File: src/rtl/ram_arb_pkg.sv
`default_nettype none
// ============================================================================
// ram_arb_pkg : shared types and default sizes for the two-port RAM arbiter
// Revision    : 1.0
// ============================================================================
package ram_arb_pkg;

  localparam int DW_DEF = 8;
  localparam int AW_DEF = 6;

  typedef enum logic [0:0] {
    INIT  = 1'b0,
    SERVE = 1'b1
  } state_t;

endpackage : ram_arb_pkg
`default_nettype wire

File: src/rtl/ram_sp.sv
`default_nettype none
// ============================================================================
// ram_sp   : single-port 2**AW x DW memory, write enable, registered read
// Revision : 1.0
// ============================================================================
module ram_sp
  import ram_arb_pkg::*;
#(
  parameter int DW = DW_DEF,
  parameter int AW = AW_DEF
) (
  input  logic          clk,
  input  logic          rst,
  input  logic          i_we,
  input  logic          i_re,
  input  logic [AW-1:0] i_addr,
  input  logic [DW-1:0] i_wdata,
  output logic [DW-1:0] o_rdata
);

  logic [DW-1:0] r_mem [2**AW];
  logic [DW-1:0] r_rdata;

  // Array has no reset so it can map onto a block RAM; contents come from the init sweep.
  always_ff @(posedge clk) begin
    if (i_we) begin
      r_mem[i_addr] <= i_wdata;
    end
  end

  // Read register only moves on a read so the bus holds between transactions.
  always_ff @(posedge clk) begin
    if (rst) begin
      r_rdata <= '0;
    end else if (i_re) begin
      r_rdata <= r_mem[i_addr];
    end
  end

  assign o_rdata = r_rdata;

endmodule : ram_sp
`default_nettype wire

File: src/rtl/ram_arbiter_2p.sv
`default_nettype none
// ============================================================================
// ram_arbiter_2p : two requesters sharing one single-port RAM, round robin
// Revision       : 1.0
// ============================================================================
module ram_arbiter_2p
  import ram_arb_pkg::*;
#(
  parameter int DW = DW_DEF,
  parameter int AW = AW_DEF
) (
  input  logic            clk,
  input  logic            rst,
  input  logic [1:0]      req,
  input  logic [1:0]      we,
  input  logic [2*AW-1:0] addr,
  input  logic [2*DW-1:0] wdata,
  output logic [1:0]      gnt,
  output logic [1:0]      rvalid,
  output logic [DW-1:0]   rdata,
  output logic            busy
);

  localparam logic [AW-1:0] c_cnt_last = '1;

  state_t        r_state;
  state_t        w_state_nxt;
  logic [AW-1:0] r_cnt;
  logic          r_ptr;
  logic [1:0]    r_rvalid;

  logic [1:0]    w_gnt;
  logic          w_busy;
  logic          w_sel;
  logic          w_sel_we;
  logic          w_mem_we;
  logic          w_mem_re;
  logic [AW-1:0] w_mem_addr;
  logic [DW-1:0] w_mem_wdata;
  logic [DW-1:0] w_mem_rdata;

  always_ff @(posedge clk) begin
    if (rst) begin
      r_state <= INIT;
    end else begin
      r_state <= w_state_nxt;
    end
  end

  always_comb begin
    w_state_nxt = r_state;
    case (r_state)
      INIT:    if (r_cnt == c_cnt_last) w_state_nxt = SERVE;
      SERVE:   w_state_nxt = SERVE;
      default: w_state_nxt = INIT;
    endcase
  end

  // On a tie the requester that did not win last time gets the grant.
  always_comb begin
    w_busy = 1'b1;
    w_gnt  = 2'b00;
    if (r_state == SERVE) begin
      w_busy = 1'b0;
      case (req)
        2'b01:   w_gnt = 2'b01;
        2'b10:   w_gnt = 2'b10;
        2'b11:   w_gnt = r_ptr ? 2'b01 : 2'b10;
        default: w_gnt = 2'b00;
      endcase
    end
  end

  assign w_sel    = w_gnt[1];
  assign w_sel_we = w_sel ? we[1] : we[0];

  always_comb begin
    w_mem_we    = 1'b1;
    w_mem_re    = 1'b0;
    w_mem_addr  = r_cnt;
    w_mem_wdata = '0;
    if (r_state == SERVE) begin
      w_mem_we    = (|w_gnt) & w_sel_we;
      w_mem_re    = (|w_gnt) & ~w_sel_we;
      w_mem_addr  = w_sel ? addr[2*AW-1:AW] : addr[AW-1:0];
      w_mem_wdata = w_sel ? wdata[2*DW-1:DW] : wdata[DW-1:0];
    end
  end

  always_ff @(posedge clk) begin
    if (rst) begin
      r_cnt <= '0;
    end else if (r_state == INIT) begin
      r_cnt <= r_cnt + 1'b1;
    end
  end

  always_ff @(posedge clk) begin
    if (rst) begin
      r_ptr <= 1'b1;
    end else if (|w_gnt) begin
      r_ptr <= w_sel;
    end
  end

  always_ff @(posedge clk) begin
    if (rst) begin
      r_rvalid <= 2'b00;
    end else begin
      r_rvalid <= w_gnt & ~we;
    end
  end

  ram_sp #(
    .DW (DW),
    .AW (AW)
  ) u_ram (
    .clk     (clk),
    .rst     (rst),
    .i_we    (w_mem_we),
    .i_re    (w_mem_re),
    .i_addr  (w_mem_addr),
    .i_wdata (w_mem_wdata),
    .o_rdata (w_mem_rdata)
  );

  assign gnt    = w_gnt;
  assign rvalid = r_rvalid;
  assign rdata  = w_mem_rdata;
  assign busy   = w_busy;

endmodule : ram_arbiter_2p
`default_nettype wire

File: config.mk
export PLATFORM = sky130hd
export DESIGN_NAME = ram_arbiter_2p
export DESIGN_NICKNAME = d
export VERILOG_FILES = /design/src/rtl/ram_arb_pkg.sv /design/src/rtl/ram_sp.sv /design/src/rtl/ram_arbiter_2p.sv
export SDC_FILE = /design/constraint.sdc
export NUM_CORES = 1
export LEC_CHECK = 0
export ABC_AREA = 1
export CELL_PAD_IN_SITES_DETAIL_PLACEMENT = 0
export CELL_PAD_IN_SITES_GLOBAL_PLACEMENT = 1
export CORE_MARGIN = 1.5
export CORE_UTILIZATION = 43
export CTS_CLUSTER_DIAMETER = 150
export CTS_CLUSTER_SIZE = 20
export DETAILED_ROUTE_END_ITERATION = 8
export PLACE_DENSITY = 0.78
export SLEW_MARGIN = 25
export SYNTH_ARGS = -nofsm -noshare
export SYNTH_HDL_FRONTEND = slang
export SYNTH_SLANG_ARGS = --single-unit
File: constraint.sdc
create_clock -name clk -period 6.6 [get_ports clk]
set_input_delay 0.66 -clock clk [delete_from_list [all_inputs] [get_ports clk]]
set_output_delay 0.66 -clock clk [all_outputs]
set_load 0.02 [all_outputs]
==> After elaboration in Yosys (flattened, before gate mapping) <==
Memory sizes are Yosys's and may differ from the RTL's. A register that Yosys moved wholly into a read port is not among the register bits.
Index checks and enable logic that the tools add are counted.
{ "op_classes": {"n_eq_ne": 4, "mux": 15, "addsub": 1, "n_bitwise": 6, "reduce_logical": 1} }
{ "ops": {"columns": ["operator", "n"], "rows": [
  ["8-bit two-way mux", 2],
  ["6-bit two-way mux", 2],
  ["1-bit two-way mux", 7],
  ["6-bit by 1-bit adder with 6-bit output, second input constant", 1],
  ["6-bit equality test, second input constant", 1],
  ["2-bit case mux with 3 select lines", 1],
  ["2-bit equality test, second input constant", 2],
  ["2-bit two-way mux", 2],
  ["1-bit bitwise AND", 2],
  ["2-bit bitwise AND", 1],
  ["2-bit by 1-bit equality test with 1-bit output, second input constant", 1],
  ["1-bit inverter", 2],
  ["2-bit inverter", 1],
  ["1-bit case mux with 2 select lines", 1],
  ["2-bit OR reduction", 1]
]} }
{ "totals": {"reg_bits": 10, "mem_count": 1, "input_bits": 34, "mem_bits_rw": 512} }
{ "memory_table": {"columns": ["name", "words", "word_bits", "read_ports", "rd_ports_with_merged_regs", "wr", "line_no", "rtl"], "rows": [
  ["u_ram.r_mem", 64, 8, 1, 1, 1, "ram_sp.sv:21", "logic [DW-1:0] r_mem [2**AW];"]
]} }

==> Depth between registers and ports, before layout <==
{ "depth": {"depth_word": 8, "ltp_mapped": 18} }

==> Hierarchy <==
A second synthesis with hierarchy kept.
{ "hier_totals": {"cells_unflattened": 2336, "hier_area_um2": 22918.2} }
{ "modules_own_cells": {"columns": ["mod", "instances", "seq_area_each_um2", "area_each_um2", "cells_per_inst"], "rows": [
  ["ram_sp", 1, 15534.9, 22079.9, 2199],
  ["ram_arbiter_2p", 1, 200.2, 838.3, 137]
]} }

==> Worst setup path before layout <==
No wires, ideal clock.
{ "synth_timing": {"path_kind": "input to register", "from": "in req[0]", "to": "mem u_ram.r_mem[0][0] (netlist name), data pin", "path_buffers": 1, "arrival_ns": 2.857, "path_slack_ns": 3.195, "required_ns": 6.052, "cell_stages": 5, "cell_sequence": "nand2_2 -> nand2_4 -> buf_2 -> nand2_1 -> a21oi_1"} }
{ "synth_between": {"elab_chain_len": 5} }
{ "synth_rtl": {"columns": ["item", "line_no", "rtl"], "rows": [
  ["from (decl)", "ram_arbiter_2p.sv:14", "input logic [1:0] req,"],
  ["2-bit equality test or 2-bit by 1-bit equality test with 1-bit output (tied branches)", "ram_arbiter_2p.sv:65", "case (req)"],
  ["2-bit case mux with 3 select lines (*)", "ram_arbiter_2p.sv:65", null],
  ["2-bit two-way mux (*)", "ram_arbiter_2p.sv:63", "if (r_state == SERVE) begin"],
  ["8-bit two-way mux (*)", "ram_arbiter_2p.sv:86", "w_mem_wdata = w_sel ? wdata[2*DW-1:DW] : wdata[DW-1:0];"],
  ["8-bit two-way mux (*)", "ram_arbiter_2p.sv:82", "if (r_state == SERVE) begin"],
  ["named net u_ram.i_wdata[0]", "ram_sp.sv:17", "input logic [DW-1:0] i_wdata,"],
  ["to (decl)", "ram_sp.sv:21", null]
]} }
The timed path passes the listed nets; every way through them passes the cells marked *.

==> Final worst setup path <==
{ "layout_timing": {"from": "reg r_state", "to": "mem u_ram.r_mem[24][1] (netlist name), enable pin"} }
{ "layout_between": {"elab_chain_len": 6} }
{ "layout_rtl": {"columns": ["item", "line_no", "rtl"], "rows": [
  ["from (decl)", "ram_arbiter_2p.sv:26", "state_t r_state;"],
  ["from (signal assigned)", "ram_arbiter_2p.sv:46", "r_state <= w_state_nxt;"],
  ["2-bit two-way mux", "ram_arbiter_2p.sv:63", null],
  ["2-bit OR reduction or 1-bit two-way mux (tied branches)", "ram_arbiter_2p.sv:83, ram_arbiter_2p.sv:75", null],
  ["1-bit bitwise AND", "ram_arbiter_2p.sv:83", "w_mem_we = (|w_gnt) & w_sel_we;"],
  ["1-bit two-way mux", "ram_arbiter_2p.sv:82", null],
  ["1-bit two-way mux", "ram_sp.sv:26", "if (i_we) begin"],
  ["1-bit two-way mux (implied by the code)", "ram_sp.sv:27", "r_mem[i_addr] <= i_wdata;"]
]} }
Parallel ways exist; a longest one is shown, timed or not.

==> metrics.md <==
| Metric | Value |
|---|---|
| Result of the run | finished clean |
| Antenna violations before repair | 1 |
| Number of max-cap violations | 0 |
| Die W | 230.5 µm |
| VDD IR max | around 0.00020 V |
| TritonCTS Sinks | 530 |
| Clk_lat worst skew | 0.62 ns |
| Number of rows created at floorplan | 83 |
| First-pass GRT wire length | a little under 90,000 µm |
| RSZ-0062 raised after global routing | no |
| Effective utilization at floorplan | between 40% and 50% |
| Clock tree from TritonCTS | built |
| Post-layout min period | roughly 4.7 ns |
| Count of nets left with antenna violations after detail routing | 0 |
| Worst Reg2Reg Path Length in Cells | 6 |
| Fraction of the yosys area taken by sequential cells | 70.73% |
| Total setup violations reported at the end of the flow | 0 |
| Std-Cell Core Area | roughly 51,000 µm² |
| Yosys reg bits | between 500 and 600 |
| Post-synthesis instance total | 2,133 |
| Final clock skew | between 0.03 and 0.04 ns |
| Worst hold path depth | 2 |
| Number of post-CTS setup repair buffers | 0 |
| DRC marker count from the first detailed-route iteration | 1,438 |
| Max-slew headroom | 30.36% |
| Pre-antenna DRT Iters | 5 |
| Largest net degree at the start of global routing | 137 |
| Synth warn | 0 |
| All-layer global routing usage | ~22% |
| Area Overhead vs Synth | 8.897% |
| Worst slack at placement | around 1.2 ns |
| # DRC | 0 |
| Count of flip-flops with a built-in enable after synthesis | roughly 510 |
| Number of cells in the design after placement | 2,777 |
| CP Buf/Inv Count | 2 |
| CTS Buf Count | 30 |
| Final std cells w/o fill | ~2,800 |
| Gates resized, CTS repair | 0 |
| Post-CTS clock slew at the launch and capture registers of the worst setup and hold paths | roughly 0.090 ns |
| Number of nets produced by synthesis | around 2,200 |
| Via count of the first global-routing pass | 14,486 |
| Post-synth ARST share | 0% |
| Clock root cell | sky130_fd_sc_hd__clkbuf_16 |
| Clock Path Buffers | 3 |
| Final weighted congestion in routability-driven placement | 0.8991 |
| Crit. End Element | flip-flop |
| Hold Vio Cnt, Final | 0 |
| Maximum fanout encountered on the critical timing path | between 60 and 70 |
| Kind of cell adding the most delay to the critical path | simple AND/OR/NAND/NOR gates |
| Max-slew violation total from the final report | 0 |
| Worst Setup Path Type | flip-flop to flip-flop |
| Number of fill cells | around 4,700 |
| Cells along the critical path | inv_2 -> nand2_4 -> nand2_4 -> inv_4 -> nand3_1 -> nor2_1 |
| Setup TNS Final | 0 ns |
| Main flop type after synthesis | sky130_fd_sc_hd__edfxtp_1 |
| IO buf count | between 40 and 50 |
| Num ports | 47 |
| Vias per cell | 5.264 |
| Wire length per cell | around 21 µm |
| Multi-input gate area in the final layout | ~6000 µm² |
| Count of unique library cells instantiated by Yosys | 28 |
| Critical path launch point type | flip-flop |
| Final setup slack of the worst path | 1.949 ns |
| Die area | 53,110 µm² |
| GR Overflow Total | 0 |
| Required @ worst endpoint | 6.84 ns |
| Part of the cycle the worst path needs | 70.46% |
| Most used cell, CP | sky130_fd_sc_hd__nand2_4 |
| # nets final | 2,165 |
| Area occupied by registers | between 15,000 and 20,000 µm² |
| Pwr per Cell Area | between 200 and 250 nW/µm² |
| Pwr Total | 0.006022 W |
| Slew at the pin with the worst max-slew slack | roughly 1.0 ns |
| Area of the mapped netlist | about 22,000 µm² |
| Number of buffers inserted by hold repair at cts | 0 |
| Count of cell instances traversed by the critical path | 6 |
| Library cell contributing the largest single delay on the critical path | sky130_fd_sc_hd__nor2_1 |
| Total routed wirelength | roughly 59,000 µm |
| Vias after detailed routing | around 15,000 |
| Die extent in y | around 230 µm |
| Worst reg2reg path startpoint | r_state |
| Number of H-tree branching levels | 1 |
| Static leakage | around 9.6 nW |
| HPWL after DPL | 34,630 µm |
| Critical path origin | r_state |
| Data arrival time of the critical path | around 4.9 ns |
| Max Fclk | between 0.2 and 0.25 GHz |
| Slowest cell delay on critical path | approximately 0.93 ns |
| Ratio of cells with drive above 1 in the final layout | roughly 4.0% |
| Hold WC Path Type | flip-flop to flip-flop |
| Startpoint of the worst hold path | r_cnt[5] |
| Post-synthesis area per instance | 10.43 µm² |
| Worst hold slack after final layout | ~0.52 ns |
==> metal layers <==
metal / part of all wire [%] / vias to the layer above / wire length, µm / track usage, %
li1: - / 7054 / - / -
met4: 2.2 / 0 / 1297 / 5.739
met2: 48 / 565 / 28170 / 36.65
met5: 0 / - / 0 / 0
met3: 6.8 / 64 / 3995 / 2.013
met1: 43 / 7240 / 25130 / 30.85
==> synthesized netlist by cell type (4+ instances only) <==
cell	count	share of area [%]
sky130_fd_sc_hd__nor2_1	129	2.2
sky130_fd_sc_hd__inv_2	9	0.15
sky130_fd_sc_hd__buf_2	45	1.0
sky130_fd_sc_hd__nor2_2	5	0.14
sky130_fd_sc_hd__inv_1	36	0.61
sky130_fd_sc_hd__a21oi_1	28	0.63
sky130_fd_sc_hd__nand2_1	1093	18
sky130_fd_sc_hd__o21ai_0	43	0.97
sky130_fd_sc_hd__buf_1	4	0.067
sky130_fd_sc_hd__o21ai_1	19	0.43
sky130_fd_sc_hd__clkbuf_1	30	0.51
sky130_fd_sc_hd__nand4_1	4	0.11
sky130_fd_sc_hd__dfxtp_1	18	1.6
sky130_fd_sc_hd__nor3_1	4	0.090
sky130_fd_sc_hd__buf_4	21	0.71
sky130_fd_sc_hd__edfxtp_1	512	69
sky130_fd_sc_hd__nand3_1	121	2.7
==> flip-flops by register name, summed over array words and instances (netlist names) <==
register,count
r_state,1
rvalid,2
u_ram.o_rdata,8
r_cnt,6
r_ptr,1
u_ram.r_mem,512
==> cells in the final DEF (no fill, tap or decap), types with 3 or more instances in the layout <==
master                            instances
sky130_fd_sc_hd__nand4_1                  4
sky130_fd_sc_hd__a21oi_1                 22
sky130_fd_sc_hd__inv_2                    9
sky130_fd_sc_hd__edfxtp_1               512
sky130_fd_sc_hd__inv_1                   35
sky130_fd_sc_hd__nor2_1                 125
sky130_fd_sc_hd__nor2_2                   5
sky130_fd_sc_hd__dfxtp_1                 18
sky130_fd_sc_hd__nor3_1                   4
sky130_fd_sc_hd__clkdlybuf4s50_1         46
sky130_fd_sc_hd__clkbuf_16               31
sky130_fd_sc_hd__buf_4                   18
sky130_fd_sc_hd__nor2_4                   6
sky130_fd_sc_hd__o21ai_0                 43
sky130_fd_sc_hd__nand2_4                  3
sky130_fd_sc_hd__clkbuf_1                24
sky130_fd_sc_hd__nand2_1               1091
sky130_fd_sc_hd__nand3_1                120
sky130_fd_sc_hd__a21oi_4                  6
sky130_fd_sc_hd__o21ai_1                 19
==> tightest hold or removal path, cell delays in order (launching register included) <==
cell and delay, ns:
sky130_fd_sc_hd__dfxtp_1 0.35, sky130_fd_sc_hd__inv_1 0.07, sky130_fd_sc_hd__a21oi_1 0.06
==> metrics by stage <==
stage          utilization [%]  area (µm²)
2_1_floorplan                -       22250
3_3_place_gp             45.55       23320
3_5_place_dp             45.55       23320
4_1_cts                  47.26       24200
5_1_grt                  47.31       24220
6_report                 47.32       24230
==> area by class of cell <==
class,count,area share [%]
flip-flops and latches,530,64.95
multi-input cells,1457,24.54
clock buffers,55,3.574
well taps,680,3.512
repair buffers,66,2.655
inverters,45,0.7076
clock inverters,1,0.04648
diodes,1,0.01033
==> cells by family (layout without fill, tap and decap cells) <==
family / after synthesis / in the layout / synth area share (%)
flip-flops: 530 / 530 / 70.73
buffers and inverters: 146 / 167 / 3.105
AND/OR/NAND/NOR: 1363 / 1363 / 23.95
AO/OA/AOI/OAI: 93 / 93 / 2.154
other: 0 / 1 / 0
adder cells (fa/ha/maj): 1 / 1 / 0.05623
==> path summary, 6_finish.rpt <==
path	slack (ns)	end
max reg2reg	1.95	u_ram.r_mem[24][1]
min reg2reg	0.52	r_cnt[5]
max	1.95	u_ram.r_mem[24][1]
min	0.52	r_cnt[5]
==> where the power goes <==
group | switching [W] | leakage (nW) | internal [W] | total (W)
clock | 0.00106 | 0.416 | 0.000889 | 0.00195
sequential | 0.00000596 | 5.00 | 0.00365 | 0.00365
combinational | 0.000310 | 4.16 | 0.000110 | 0.000420
Note: power is estimated with default switching activity, not from simulation.
